===== src/rtl/scoreboard_clear_arbiter.sv =====
// Round-robin arbiter sharing RF write / scoreboard clear ports among long-latency result sources.
// At most num_port_p grants per cycle, never two with the same destination id; port outputs are registered.
module scoreboard_clear_arbiter #(
  parameter int num_req_p         = 4,
  parameter int num_port_p        = 2,
  parameter int reg_els_p         = 32,
  parameter int data_width_p      = 32,
  parameter int x0_tied_to_zero_p = 0,
  parameter int id_width_lp       = $clog2(reg_els_p)
) (
  input  logic                                        clk_i,
  input  logic                                        reset_ni,
  input  logic [num_req_p-1:0]                        v_i,
  input  logic [num_req_p-1:0][id_width_lp-1:0]       id_i,
  input  logic [num_req_p-1:0][data_width_p-1:0]      data_i,
  output logic [num_req_p-1:0]                        yumi_o,
  input  logic                                        stall_i,
  output logic [num_port_p-1:0]                       v_o,
  output logic [num_port_p-1:0][id_width_lp-1:0]      id_o,
  output logic [num_port_p-1:0][data_width_p-1:0]     data_o
);

  localparam int ptr_width_lp = (num_req_p > 1) ? $clog2(num_req_p) : 1;

  logic [ptr_width_lp-1:0]                  rr_r;
  logic [ptr_width_lp-1:0]                  rr_n;
  logic [num_req_p-1:0]                     grant;
  logic [num_port_p-1:0]                    port_v;
  logic [num_port_p-1:0]                    port_wr;
  logic [num_port_p-1:0][id_width_lp-1:0]   port_id;
  logic [num_port_p-1:0][data_width_p-1:0]  port_data;

  // Scan from the pointer; a requester whose id matches an earlier grant this cycle waits.
  always_comb begin
    int   idx;
    int   cnt;
    int   last;
    logic clash;
    grant     = '0;
    port_v    = '0;
    port_id   = '0;
    port_data = '0;
    rr_n      = rr_r;
    idx       = 0;
    cnt       = 0;
    last      = 0;
    clash     = 1'b0;
    for (int j = 0; j < num_req_p; j++) begin
      idx = int'(rr_r) + j;
      if (idx >= num_req_p) idx = idx - num_req_p;
      clash = 1'b0;
      for (int k = 0; k < num_port_p; k++) begin
        if (port_v[k] && (port_id[k] == id_i[idx])) clash = 1'b1;
      end
      if (v_i[idx] && !stall_i && (cnt < num_port_p) && !clash) begin
        grant[idx]     = 1'b1;
        port_v[cnt]    = 1'b1;
        port_id[cnt]   = id_i[idx];
        port_data[cnt] = data_i[idx];
        cnt            = cnt + 1;
        last           = idx;
      end
    end
    if (cnt > 0) rr_n = (last == num_req_p - 1) ? '0 : ptr_width_lp'(last + 1);
  end

  // Writes to id 0 are still consumed when x0 is hardwired, but never reach the RF/scoreboard.
  always_comb begin
    port_wr = port_v;
    for (int k = 0; k < num_port_p; k++) begin
      if ((x0_tied_to_zero_p != 0) && (port_id[k] == '0)) port_wr[k] = 1'b0;
    end
  end

  assign yumi_o = reset_ni ? grant : '0;

  always_ff @(posedge clk_i or negedge reset_ni) begin
    if (!reset_ni) begin
      rr_r   <= '0;
      v_o    <= '0;
      id_o   <= '0;
      data_o <= '0;
    end else begin
      rr_r <= rr_n;
      v_o  <= port_wr;
      for (int k = 0; k < num_port_p; k++) begin
        if (port_v[k]) begin
          id_o[k]   <= port_id[k];
          data_o[k] <= port_data[k];
        end
      end
    end
  end

  for (genvar j = 0; j < num_port_p; j++) begin : g_uniq_a
    for (genvar k = j + 1; k < num_port_p; k++) begin : g_uniq_b
      a_unique_id: assert property (@(posedge clk_i) disable iff (!reset_ni)
        !(v_o[j] && v_o[k] && (id_o[j] == id_o[k])));
    end
  end

endmodule

===== config.mk =====
export PLATFORM = sky130hd
export DESIGN_NAME = scoreboard_clear_arbiter
export DESIGN_NICKNAME = d
export VERILOG_FILES = /design/src/rtl/scoreboard_clear_arbiter.sv
export SDC_FILE = /design/constraint.sdc
export NUM_CORES = 1
export LEC_CHECK = 0
export CAP_MARGIN = 20
export CELL_PAD_IN_SITES_DETAIL_PLACEMENT = 0
export CELL_PAD_IN_SITES_GLOBAL_PLACEMENT = 1
export CORE_ASPECT_RATIO = 1.5
export CORE_MARGIN = 5
export CORE_UTILIZATION = 42
export CTS_BUF_LIST = sky130_fd_sc_hd__clkbuf_8
export CTS_CLUSTER_DIAMETER = 60
export DETAILED_ROUTE_END_ITERATION = 12
export PLACE_DENSITY_LB_ADDON = 0.1
export SLEW_MARGIN = 20
export SYNTH_ARGS = -nofsm -noshare
export SYNTH_HDL_FRONTEND = slang
export SYNTH_SLANG_ARGS = --single-unit
export TNS_END_PERCENT = 1

===== constraint.sdc =====
create_clock -name clk_i -period 21.7 [get_ports clk_i]
set_clock_uncertainty 0.1 [all_clocks]
set_input_delay 5.425 -clock clk_i [delete_from_list [all_inputs] [get_ports clk_i]]
set_output_delay 5.425 -clock clk_i [all_outputs]
set_load 0.01 [all_outputs]

==> results of run 1 <==
## registers in the layout, indices dropped and copies added, names as in the netlist
register and cells:
data_o 64, id_o 10, rr_r 2, v_o 2
## power groups by stage
stage	registers, mW	logic, mW	clock network [mW]
5_1_grt	0.330	1.59	0.138
3_5_place_dp	0.319	1.46	0
3_3_place_gp	0.319	1.46	0
2_1_floorplan	0.306	1.04	0
6_report	0.316	1.46	0.129
4_1_cts	0.318	1.47	0.132
## worst min-delay path by stage
| stage | cells past startpoint | endpoint |
|---|---|---|
| finish | 2 | data_o[34] |
| global route | 2 | id_o[9] |
| CTS | 2 | data_o[38] |
| detailed placement | 2 | data_o[38] |
| global placement | 2 | id_o[9] |
| floorplan | 2 | id_o[1] |
## worst max-delay path, delay by kind of cell
family	cells	cell delay (ns)
AOI/OAI and AO/OA	4	1.46
xor gates and xnor gates	1	0.19
adders and majority gates	1	0.41
buffers and inverters	4	1.59
muxes	1	0.28
and+or+nand+nor	4	1.14
## cell type report
class	instances	area, sq um	share of cell area, %
Tap cell	268	335	2.93
Timing Repair Buffer	250	2460	21.5
Multi-Input combinational cell	690	6420	56.2
Sequential cell	78	1960	17.1
Clock buffer	10	138	1.20
Inverter	10	38.8	0.339
Clock inverter	6	77.6	0.679
## through the flow
stage,cells,area (sq um),power (mW)
3_5_place_dp,1296,11200,1.78
4_1_cts,1312,11400,1.92
6_report,1312,11400,1.91
3_3_place_gp,1296,11200,1.77
2_1_floorplan,880,8830,1.35
5_1_grt,1312,11400,2.06
## routing by layer
layer | vias to the layer above | GRT usage, % | wire length (um)
li1 | 3852 | - | -
met1 | 4390 | 32.8 | 12100
met2 | 374 | 43.1 | 15900
met3 | 38 | 4.42 | 2280
met4 | 0 | 7.15 | 592
met5 | - | 0 | 0
## cell usage after synthesis (19+ instances only)
| cell type | count |
|---|---|
| a31oi_1 | 52 |
| clkbuf_1 | 59 |
| mux4_2 | 125 |
| a21oi_1 | 55 |
| mux2i_1 | 21 |
| a22oi_1 | 33 |
| nor2_1 | 78 |
| a221oi_1 | 19 |
| a211oi_1 | 32 |
| buf_2 | 21 |
| nand2_1 | 99 |
| and3_1 | 24 |
| dfrtp_1 | 78 |
## cells by family after synthesis
group,synth area share (%)
buf+inv,5.61
mux,36.3
simple gates,11.8
fa+ha+maj,1.56
compound gates,21.2
xor+xnor,1.40
flops,22.1
==> impl_metrics.prom, run 1 <==
# TYPE chip_impl_metric gauge
chip_impl_metric{name="timing.final.hold_violations",unit=""} 0
chip_impl_metric{name="cp_data_required_time",unit="ns"} 16.18
chip_impl_metric{name="cpPeakStageDelay",unit="ns"} 0.79
chip_impl_metric{name="synth.lib_cells_used.distinct",unit=""} 58
chip_impl_metric{name="route.detailed.wl_per_inst",unit="um"} 23.5
chip_impl_metric{name="die_w",unit="um"} 128
chip_impl_info{name="library_cell_contributing_the_largest_single_delay_on_the_critical_path",value="and3b_2"} 1
chip_impl_metric{name="worstMarginPinSlew",unit="ns"} 1.07
chip_impl_metric{name="crit_path_time_final",unit="ns"} 16.05
chip_impl_metric{name="floorplan.initialDensity",unit="%"} 42.3
chip_impl_metric{name="postSynth.asyncResetShare",unit="%"} 100
chip_impl_metric{name="numPortBuffers",unit=""} 234
chip_impl_info{name="synth_ff_type",value="dfrtp_1"} 1
chip_impl_info{name="regToRegStartpoint",value="rr_r[0]"} 1
chip_impl_info{name="layout_common_cells",value="clkdlybuf4s50_1, mux4_2, nand2_1, nor2_1, dfrtp_1"} 1
chip_impl_metric{name="worst_ep_arrival_time",unit="ns"} 10.53
chip_impl_metric{name="clock-sinks",unit=""} 78
chip_impl_metric{name="place.detailed.hpwl",unit="um"} 20700
chip_impl_info{name="rsz0062_at_grt",value="no"} 1
chip_impl_info{name="critPathCaptureType",value="output pin"} 1
chip_impl_metric{name="yosys_register_bits",unit=""} 78
chip_impl_metric{name="detailedPlace.worstSlack",unit="ns"} 5.64
chip_impl_metric{name="reg2reg_setup_slack",unit="ns"} 14.07
chip_impl_metric{name="routed_wl",unit="um"} 30900
chip_impl_metric{name="number_of_enable_flip_flop_cells_after_synthesis",unit=""} 0
chip_impl_metric{name="initial_antenna_violation_count",unit=""} 0
chip_impl_metric{name="slew_viol_final",unit=""} 0
chip_impl_metric{name="clock_network_latency_to_the_later_pin_of_the_worst_skew_pair",unit="ns"} 0.39
chip_impl_metric{name="yosysWarnings",unit=""} 0
chip_impl_metric{name="ios",unit=""} 235
chip_impl_metric{name="cts_buffers",unit=""} 9
chip_impl_metric{name="cts_repair_resize_count",unit=""} 0
chip_impl_metric{name="fillers",unit=""} 1872
chip_impl_metric{name="mappedNetlistNets",unit=""} 1046
chip_impl_metric{name="synth.yosys.seq_area_share",unit="%"} 22.1
chip_impl_info{name="hold_path_startpoint",value="data_o[34]"} 1
chip_impl_metric{name="cellLeakagePower",unit="nW"} 4.22
chip_impl_metric{name="post-route-util",unit="%"} 54.7
chip_impl_metric{name="peakVddDrop",unit="uV"} 141
chip_impl_info{name="rr_endpoint",value="data_o[48]"} 1
chip_impl_metric{name="max-clock-path-buffers",unit=""} 2
chip_impl_metric{name="synth_cells",unit=""} 880
chip_impl_metric{name="drv.max_cap_violation_count",unit=""} 0
chip_impl_metric{name="setup_ws",unit="ns"} 5.65
chip_impl_metric{name="areaGrowthSynthToFinish",unit="%"} 29.4
chip_impl_info{name="run_status",value="finished, final reports clean"} 1
chip_impl_metric{name="chipHeight",unit="um"} 188
chip_impl_metric{name="antenna_cells",unit=""} 0
chip_impl_metric{name="firstDrtPassIters",unit=""} 5
chip_impl_metric{name="coreArea",unit="sq mm"} 0.0209
chip_impl_info{name="final_common_cell",value="clkdlybuf4s50_1"} 1
chip_impl_metric{name="grtUsageTotal",unit="%"} 25.3
chip_impl_metric{name="comb_power_share",unit="%"} 76.6
chip_impl_metric{name="synthesis.area",unit="sq mm"} 0.00883
chip_impl_metric{name="max_clock_freq",unit="MHz"} 62.3
chip_impl_metric{name="drive_gt1_share",unit="%"} 18.3
chip_impl_metric{name="power_density",unit="mW/mm^2"} 167
chip_impl_metric{name="postSynthAreaPerCell",unit="sq um"} 10.0
chip_impl_info{name="synth_top_area_cell",value="mux4_2"} 1
chip_impl_metric{name="netSwitchingPower",unit="mW"} 0.899
chip_impl_metric{name="vias_per_cell",unit=""} 6.60
chip_impl_metric{name="sequentialPowerShare",unit="%"} 16.6
chip_impl_metric{name="worst_hold_slack",unit="ns"} 0.448
chip_impl_metric{name="total_via_count_in_the_routed_design",unit=""} 8654
chip_impl_info{name="setup.worst_path.class",value="primary input to output pin"} 1
chip_impl_info{name="timing.critical_path.from_type",value="primary input"} 1
chip_impl_info{name="holdCritPathClass",value="flip-flop to flip-flop"} 1
chip_impl_metric{name="drt_iter0_drc",unit=""} 814
chip_impl_metric{name="timing.reg2reg.worst_path_depth",unit=""} 18
chip_impl_metric{name="drt.antenna.violating_nets",unit=""} 0
chip_impl_metric{name="critPathMaxFanout",unit=""} 108
chip_impl_info{name="critical_path.startpoint",value="v_i[3]"} 1
chip_impl_info{name="clock_tree_from_tritoncts",value="done"} 1
chip_impl_metric{name="finalSetupTns",unit="ns"} 0
chip_impl_metric{name="clock_power_share",unit="%"} 6.8
chip_impl_metric{name="die_area",unit="sq mm"} 0.0241
chip_impl_metric{name="switching_share",unit="%"} 47.1
chip_impl_metric{name="final_min_period_over_clock_period",unit="%"} 74.0
chip_impl_metric{name="largest_net_degree_at_the_start_of_global_routing",unit=""} 109
chip_impl_metric{name="cts_post_setup_buffers_inserted",unit=""} 0
chip_impl_metric{name="yosysTopAreaCellShare",unit="%"} 31.9
chip_impl_metric{name="htreeDepth",unit=""} 3
chip_impl_metric{name="final_nets",unit=""} 1205
chip_impl_info{name="setup.worst_path.end",value="yumi_o[3]"} 1
chip_impl_info{name="path_cells",value="clkdlybuf4s50_1 -> mux2i_1 -> o22a_1 -> clkinv_2 -> buf_4 -> ha_1 -> nor2_1 -> and3b_2 -> nand2_1 -> a21oi_1 -> xor2_1 -> o311a_1 -> nand2_1 -> a21boi_0 -> clkdlybuf4s50_1"} 1
chip_impl_metric{name="rows",unit=""} 65
chip_impl_metric{name="drcViolationCount",unit=""} 0
chip_impl_metric{name="gp_congestion",unit=""} 0.831
chip_impl_metric{name="grt_first_pass_wirelength",unit="um"} 48200
chip_impl_metric{name="cts_hold_buffers",unit=""} 0
chip_impl_info{name="clockRootBuffer",value="clkbuf_8"} 1
chip_impl_metric{name="setup-violations-final",unit=""} 0
chip_impl_metric{name="p_int",unit="mW"} 1.01
chip_impl_metric{name="number_of_global_route_vias_before_repair",unit=""} 8587
chip_impl_metric{name="clkTransAtPathRegs",unit="ns"} 0.08
chip_impl_info{name="synthTopCellsByArea",value="mux4_2, dfrtp_1, nand2_1, a31oi_1, nor2_1"} 1
chip_impl_metric{name="timing.max_slew.rel_slack",unit="%"} 28.8
chip_impl_metric{name="grt_overflow",unit=""} 0
No activity file was read; power rests on OpenSTA's default activity.
==> run 2, diff against run 1 <==
--- a/config.mk
+++ b/config.mk
@@ -10,7 +10,7 @@
 export CELL_PAD_IN_SITES_GLOBAL_PLACEMENT = 1
 export CORE_ASPECT_RATIO = 1.5
 export CORE_MARGIN = 5
-export CORE_UTILIZATION = 42
+export CORE_UTILIZATION = 39
 export CTS_BUF_LIST = sky130_fd_sc_hd__clkbuf_8
 export CTS_CLUSTER_DIAMETER = 60
 export DETAILED_ROUTE_END_ITERATION = 12
==> constraint.sdc (replaced) <==
create_clock -name clk_i -period 15.13 [get_ports clk_i]
set_clock_uncertainty 0.1 [all_clocks]
set_input_delay 3.7825 -clock clk_i [delete_from_list [all_inputs] [get_ports clk_i]]
set_output_delay 3.7825 -clock clk_i [all_outputs]
set_load 0.01 [all_outputs]
==> impl_metrics.prom, run 2 (synthesis results as in run 1) <==
# TYPE chip_impl_metric gauge
chip_impl_metric{name="timing.reg2reg.worst_path_depth",unit=""} 17
chip_impl_info{name="regToRegStartpoint",value="rr_r[0]"} 1
chip_impl_metric{name="p_int",unit="mW"} 1.43
chip_impl_metric{name="routed_wl",unit="um"} 31600
chip_impl_metric{name="layoutNonFillerInstCount",unit=""} 1319
chip_impl_metric{name="crit_path_time_final",unit="ns"} 12.85
chip_impl_metric{name="timing.final.hold_violations",unit=""} 0
chip_impl_info{name="setup.worst_path.class",value="primary input to output pin"} 1
chip_impl_metric{name="final_nets",unit=""} 1204
chip_impl_metric{name="post-route-util",unit="%"} 51.2
chip_impl_metric{name="multi_input_gate_area_in_the_final_layout",unit="sq mm"} 0.00642
chip_impl_metric{name="netSwitchingPower",unit="mW"} 1.30
chip_impl_metric{name="final_min_period_over_clock_period",unit="%"} 84.9
chip_impl_info{name="path_cells",value="clkdlybuf4s50_1 -> mux4_2 -> xor2_1 -> nor4_1 -> a31oi_1 -> ha_1 -> nor2_1 -> and3b_2 -> nand2_1 -> a21oi_1 -> xor2_1 -> o311a_1 -> nand2_1 -> a21boi_0 -> clkdlybuf4s50_1"} 1
chip_impl_metric{name="rows",unit=""} 67
chip_impl_info{name="run_status",value="finished, final reports clean"} 1
chip_impl_metric{name="sequentialPowerShare",unit="%"} 16.5
chip_impl_info{name="holdCritPathClass",value="flip-flop to flip-flop"} 1
chip_impl_metric{name="post-place-cells",unit=""} 1303
chip_impl_metric{name="max-clock-path-buffers",unit=""} 2
chip_impl_info{name="setup.worst_path.end",value="yumi_o[0]"} 1
chip_impl_metric{name="drv.max_cap_violation_count",unit=""} 0
chip_impl_metric{name="route.detailed.wl_per_inst",unit="um"} 23.9
chip_impl_metric{name="finalSetupTns",unit="ns"} 0
chip_impl_metric{name="grt_first_pass_wirelength",unit="um"} 49700
chip_impl_metric{name="setup-violations-final",unit=""} 0
chip_impl_metric{name="cts_post_setup_buffers_inserted",unit=""} 0
chip_impl_metric{name="cpPeakStageDelay",unit="ns"} 0.83
chip_impl_metric{name="cellLeakagePower",unit="nW"} 4.20
chip_impl_metric{name="peakVddDrop",unit="uV"} 383
chip_impl_metric{name="comb_power_share",unit="%"} 77.2
chip_impl_metric{name="number_of_global_route_vias_before_repair",unit=""} 8683
chip_impl_metric{name="drt_iter0_drc",unit=""} 722
chip_impl_metric{name="power_density",unit="mW/mm^2"} 239
chip_impl_metric{name="max_clock_freq",unit="MHz"} 77.8
chip_impl_metric{name="grtUsageTotal",unit="%"} 24.1
chip_impl_info{name="rr_endpoint",value="rr_r[1]"} 1
chip_impl_metric{name="areaGrowthSynthToFinish",unit="%"} 29.3
chip_impl_metric{name="coreArea",unit="sq mm"} 0.0223
chip_impl_metric{name="place.detailed.hpwl",unit="um"} 20800
chip_impl_metric{name="largest_register_ffs",unit=""} 64
chip_impl_info{name="clock_tree_from_tritoncts",value="done"} 1
chip_impl_metric{name="vias_per_cell",unit=""} 6.54
chip_impl_metric{name="fillers",unit=""} 2109
chip_impl_info{name="rsz0062_at_grt",value="no"} 1
chip_impl_metric{name="largest_net_degree_at_the_start_of_global_routing",unit=""} 108
chip_impl_metric{name="switching_share",unit="%"} 47.5
chip_impl_metric{name="drive_gt1_share",unit="%"} 18.3
chip_impl_info{name="library_cell_contributing_the_largest_single_delay_on_the_critical_path",value="and3b_2"} 1
chip_impl_metric{name="floorplan.initialDensity",unit="%"} 39.6
chip_impl_metric{name="die_area",unit="sq mm"} 0.0258
chip_impl_info{name="largestRegisters",value="data_o: 64 flops, id_o: 10 flops"} 1
chip_impl_info{name="layout_common_cells",value="clkdlybuf4s50_1, mux4_2, nand2_1, nor2_1, dfrtp_1"} 1
chip_impl_metric{name="slew_viol_final",unit=""} 0
chip_impl_metric{name="layout.area.seq",unit="sq mm"} 0.00196
chip_impl_metric{name="clkTransAtPathRegs",unit="ns"} 0.09
chip_impl_metric{name="chipHeight",unit="um"} 194
chip_impl_metric{name="drt.antenna.violating_nets",unit=""} 0
chip_impl_info{name="final_common_cell",value="clkdlybuf4s50_1"} 1
chip_impl_metric{name="clock-sinks",unit=""} 78
chip_impl_metric{name="gp_congestion",unit=""} 0.830
chip_impl_metric{name="firstDrtPassIters",unit=""} 5
chip_impl_metric{name="numPortBuffers",unit=""} 234
chip_impl_metric{name="clock_network_latency_to_the_later_pin_of_the_worst_skew_pair",unit="ns"} 0.38
chip_impl_metric{name="cts_buffers",unit=""} 9
chip_impl_metric{name="antenna_cells",unit=""} 0
chip_impl_metric{name="cp_data_required_time",unit="ns"} 11.25
chip_impl_metric{name="timing.max_slew.rel_slack",unit="%"} 27.1
chip_impl_metric{name="clock_power_share",unit="%"} 6.3
chip_impl_metric{name="drcViolationCount",unit=""} 0
chip_impl_metric{name="worstMarginPinSlew",unit="ns"} 1.09
chip_impl_info{name="max_flop_register",value="data_o"} 1
chip_impl_metric{name="detailedPlace.worstSlack",unit="ns"} 2.33
chip_impl_metric{name="total_via_count_in_the_routed_design",unit=""} 8621
chip_impl_metric{name="reg2reg_setup_slack",unit="ns"} 7.24
chip_impl_metric{name="cts_repair_resize_count",unit=""} 0
chip_impl_info{name="critical_path.startpoint",value="id_i[11]"} 1
chip_impl_metric{name="p_total",unit="mW"} 2.73
chip_impl_metric{name="grt_overflow",unit=""} 0
chip_impl_metric{name="htreeDepth",unit=""} 3
chip_impl_metric{name="critPathMaxFanout",unit=""} 35
chip_impl_info{name="critPathCaptureType",value="output pin"} 1
chip_impl_metric{name="die_w",unit="um"} 133
chip_impl_metric{name="initial_antenna_violation_count",unit=""} 0
chip_impl_metric{name="ios",unit=""} 235
chip_impl_info{name="clockRootBuffer",value="clkbuf_8"} 1
chip_impl_metric{name="setup_ws",unit="ns"} 2.28
chip_impl_metric{name="cts_hold_buffers",unit=""} 0
chip_impl_metric{name="worst_ep_arrival_time",unit="ns"} 8.97
chip_impl_info{name="timing.critical_path.from_type",value="primary input"} 1
run 2: cell count changes in the layout (fill, tap and decap cells not counted):
cell       before  now
bufinv_16       2    1
clkbuf_8       10   11
buf_4          17   16
clkinv_2        3    4
inv_1          11   10
run 2: worst min path at each step:
stage,start,to,slack [ns],depth (start not counted)
floorplan,id_o[1],id_o[1],0.47,2
global placement,data_o[55],data_o[55],0.43,2
detailed placement,id_o[9],id_o[9],0.44,2
CTS,id_o[9],id_o[9],0.45,2
global route,data_o[40],data_o[40],0.47,2
finish,id_o[9],id_o[9],0.45,2
run 2: power groups by stage:
stage | clock (mW) | sequential, mW | combinational, mW
floorplan | 0 | 0.439 | 1.50
global placement | 0 | 0.453 | 2.10
detailed placement | 0 | 0.454 | 2.11
CTS | 0.177 | 0.451 | 2.12
global route | 0.184 | 0.466 | 2.30
finish | 0.173 | 0.449 | 2.11
run 2: layout make-up:
class	instances	share of cell area, %
Clock inverter	5	0.427
Inverter	10	0.340
Tap cell	276	3.02
Sequential cell	78	17.2
Multi-Input combinational cell	690	56.3
Timing Repair Buffer	249	21.5
Clock buffer	11	1.33
run 2: metal layers:
layer	wire (um)	share of wire (%)	vias to the layer above	track usage (%)
li1	-	-	3847	-
met1	12800	41	4421	31.4
met2	16200	51	320	41.5
met3	2010	6.4	33	4.19
met4	527	1.7	0	6.32
met5	0	0	-	0
run 2: worst max-delay path: cells and delay by family:
kind | cells | cell delay, ns
simple gates | 5 | 1.46
compound gates | 4 | 1.32
mux | 1 | 0.56
buf+inv | 2 | 1.01
fa+ha+maj | 1 | 0.41
xor+xnor | 2 | 0.40
run 2: metrics by stage:
step                      hold slack (ns)  instance area (sq um)
after floorplan                     0.470                   8830
after global placement              0.433                  11200
after detailed placement            0.441                  11200
after CTS                           0.453                  11400
after global routing                0.474                  11400
final                               0.450                  11400
==> run 3, diff against run 2 <==
==> constraint.sdc (replaced) <==
create_clock -name clk_i -period 12.8 [get_ports clk_i]
set_clock_uncertainty 0.1 [all_clocks]
set_input_delay 3.2 -clock clk_i [delete_from_list [all_inputs] [get_ports clk_i]]
set_output_delay 3.2 -clock clk_i [all_outputs]
set_load 0.01 [all_outputs]
==> impl_metrics.prom, run 3 (synthesis results as in run 1) <==
# TYPE chip_impl_metric gauge
chip_impl_info{name="timing.critical_path.from_type",value="primary input"} 1
chip_impl_info{name="hold_path_startpoint",value="id_o[5]"} 1
chip_impl_metric{name="drv.max_cap_violation_count",unit=""} 0
chip_impl_metric{name="drt_iter0_drc",unit=""} 775
chip_impl_metric{name="route.detailed.wl_per_inst",unit="um"} 23.8
chip_impl_metric{name="vias_per_cell",unit=""} 6.55
chip_impl_metric{name="finalSetupTns",unit="ns"} 0
chip_impl_metric{name="cp_data_required_time",unit="ns"} 9.50
chip_impl_info{name="clock_tree_from_tritoncts",value="done"} 1
chip_impl_metric{name="areaGrowthSynthToFinish",unit="%"} 29.0
chip_impl_metric{name="grt_overflow",unit=""} 0
chip_impl_metric{name="cts_buffers",unit=""} 9
chip_impl_metric{name="die_area",unit="sq mm"} 0.0258
chip_impl_metric{name="critPathMaxFanout",unit=""} 35
chip_impl_metric{name="cellLeakagePower",unit="nW"} 4.19
chip_impl_metric{name="initial_antenna_violation_count",unit=""} 0
chip_impl_info{name="worst_hold_path.endpoint",value="id_o[5]"} 1
chip_impl_metric{name="setup-violations-final",unit=""} 0
chip_impl_metric{name="max-clock-path-buffers",unit=""} 2
chip_impl_metric{name="number_of_global_route_vias_before_repair",unit=""} 8819
chip_impl_info{name="rr_endpoint",value="id_o[3]"} 1
chip_impl_metric{name="fillers",unit=""} 2072
chip_impl_metric{name="firstDrtPassIters",unit=""} 6
chip_impl_metric{name="place.detailed.hpwl",unit="um"} 20800
chip_impl_metric{name="crit_path_time_final",unit="ns"} 11.52
chip_impl_metric{name="reg2reg_setup_slack",unit="ns"} 5.38
chip_impl_metric{name="worst_ep_arrival_time",unit="ns"} 8.22
chip_impl_metric{name="grtUsageTotal",unit="%"} 24.2
chip_impl_metric{name="chipHeight",unit="um"} 194
chip_impl_info{name="run_status",value="finished, final reports clean"} 1
chip_impl_metric{name="timing.max_slew.rel_slack",unit="%"} 31.1
chip_impl_metric{name="layoutNonFillerInstCount",unit=""} 1318
chip_impl_info{name="holdCritPathClass",value="flip-flop to flip-flop"} 1
chip_impl_metric{name="timing.reg2reg.worst_path_depth",unit=""} 18
chip_impl_info{name="clockRootBuffer",value="clkbuf_8"} 1
chip_impl_metric{name="peakVddDrop",unit="uV"} 320
chip_impl_metric{name="routed_wl",unit="um"} 31300
chip_impl_metric{name="drt.antenna.violating_nets",unit=""} 0
chip_impl_metric{name="cts_repair_resize_count",unit=""} 0
chip_impl_metric{name="final_min_period_over_clock_period",unit="%"} 90.0
chip_impl_metric{name="slew_viol_final",unit=""} 0
chip_impl_metric{name="drive_gt1_share",unit="%"} 18.1
chip_impl_metric{name="clock-sinks",unit=""} 78
chip_impl_metric{name="timing.final.hold_violations",unit=""} 0
chip_impl_info{name="regToRegStartpoint",value="rr_r[0]"} 1
chip_impl_metric{name="drcViolationCount",unit=""} 0
chip_impl_metric{name="power_density",unit="mW/mm^2"} 281
chip_impl_metric{name="gp_congestion",unit=""} 0.872
chip_impl_metric{name="largest_net_degree_at_the_start_of_global_routing",unit=""} 121
chip_impl_info{name="critPathCaptureType",value="output pin"} 1
chip_impl_metric{name="final_nets",unit=""} 1203
chip_impl_metric{name="total_via_count_in_the_routed_design",unit=""} 8639
chip_impl_metric{name="post-place-cells",unit=""} 1302
chip_impl_metric{name="coreArea",unit="sq mm"} 0.0223
chip_impl_metric{name="worstMarginPinSlew",unit="ns"} 1.03
chip_impl_metric{name="numPortBuffers",unit=""} 234
chip_impl_info{name="layout_common_cells",value="clkdlybuf4s50_1, mux4_2, nand2_1, nor2_1, dfrtp_1"} 1
chip_impl_metric{name="clock_network_latency_to_the_later_pin_of_the_worst_skew_pair",unit="ns"} 0.37
chip_impl_info{name="setup.worst_path.class",value="primary input to output pin"} 1
chip_impl_metric{name="cts_post_setup_buffers_inserted",unit=""} 0
chip_impl_info{name="largestRegisters",value="data_o: 64 flops, id_o: 10 flops"} 1
chip_impl_metric{name="antenna_cells",unit=""} 0
chip_impl_info{name="final_common_cell",value="clkdlybuf4s50_1"} 1
chip_impl_metric{name="ios",unit=""} 235
chip_impl_metric{name="hold_path_depth",unit=""} 2
chip_impl_metric{name="floorplan.initialDensity",unit="%"} 39.6
chip_impl_metric{name="max_clock_freq",unit="MHz"} 86.8
chip_impl_metric{name="cts_hold_buffers",unit=""} 0
chip_impl_metric{name="die_w",unit="um"} 133
chip_impl_info{name="max_flop_register",value="data_o"} 1
chip_impl_metric{name="grt_first_pass_wirelength",unit="um"} 49800
chip_impl_metric{name="largest_register_ffs",unit=""} 64
chip_impl_metric{name="worst_hold_slack",unit="ns"} 0.450
chip_impl_metric{name="htreeDepth",unit=""} 3
chip_impl_info{name="rsz0062_at_grt",value="no"} 1
chip_impl_metric{name="clkTransAtPathRegs",unit="ns"} 0.08
chip_impl_metric{name="rows",unit=""} 67
==> run 3: cell type report <==
| class | count | area [sq um] | share of cell area, % |
|---|---|---|---|
| well taps | 276 | 345 | 3.03 |
| inverters | 10 | 38.8 | 0.340 |
| multi-input cells | 690 | 6430 | 56.4 |
| clock inverters | 6 | 30.0 | 0.263 |
| flip-flops and latches | 78 | 1960 | 17.2 |
| repair buffers | 248 | 2460 | 21.6 |
| clock buffers | 10 | 138 | 1.21 |
==> run 3: how the worst max path moves through the flow <==
| stage | start | end | slack, ns | cells past startpoint |
|---|---|---|---|---|
| final | id_i[11] | yumi_o[0] | 1.28 | 16 |
| after global routing | id_i[1] | yumi_o[2] | 0.98 | 16 |
| after CTS | id_i[11] | yumi_o[1] | 1.34 | 16 |
| after detailed placement | id_i[11] | yumi_o[1] | 1.38 | 16 |
| after global placement | id_i[1] | yumi_o[2] | 1.47 | 16 |
| after floorplan | id_i[11] | yumi_o[0] | 3.20 | 16 |
==> run 3: per-stage QoR <==
stage	power (mW)	setup slack, ns	util, %	area, sq um
floorplan	2.29	3.20	-	8830
global placement	3.02	1.47	50.3	11200
detailed placement	3.03	1.38	50.3	11200
CTS	3.23	1.34	51.1	11400
global route	3.47	0.984	51.1	11400
finish	3.20	1.28	51.1	11400
==> run 3: report_power, final <==
group	switching, mW	internal [mW]	total (mW)
Combinational	1.29	1.20	2.50
Sequential	0.132	0.393	0.525
Clock	0.106	0.0736	0.180
==> run 3: layer usage <==
| metal | wire length [um] | vias to the layer above | track usage [%] |
|---|---|---|---|
| met4 | 962 | 0 | 8.90 |
| met5 | 0 | - | 0 |
| met3 | 2140 | 56 | 4.50 |
| met2 | 15800 | 347 | 41.5 |
| li1 | - | 3858 | - |
| met1 | 12500 | 4378 | 30.3 |
==> run 3: worst max-delay path: stages <==
cell,delay (ns)
clkdlybuf4s50_1,0.46
mux4_2,0.56
xor2_1,0.19
nor4_1,0.29
a31oi_1,0.13
buf_4,0.19
ha_1,0.26
nor2_1,0.16
and3b_2,0.79
nand2_1,0.10
a21oi_1,0.23
xor2_1,0.21
o311a_1,0.59
nand2_1,0.10
a21boi_0,0.19
clkdlybuf4s50_1,0.56
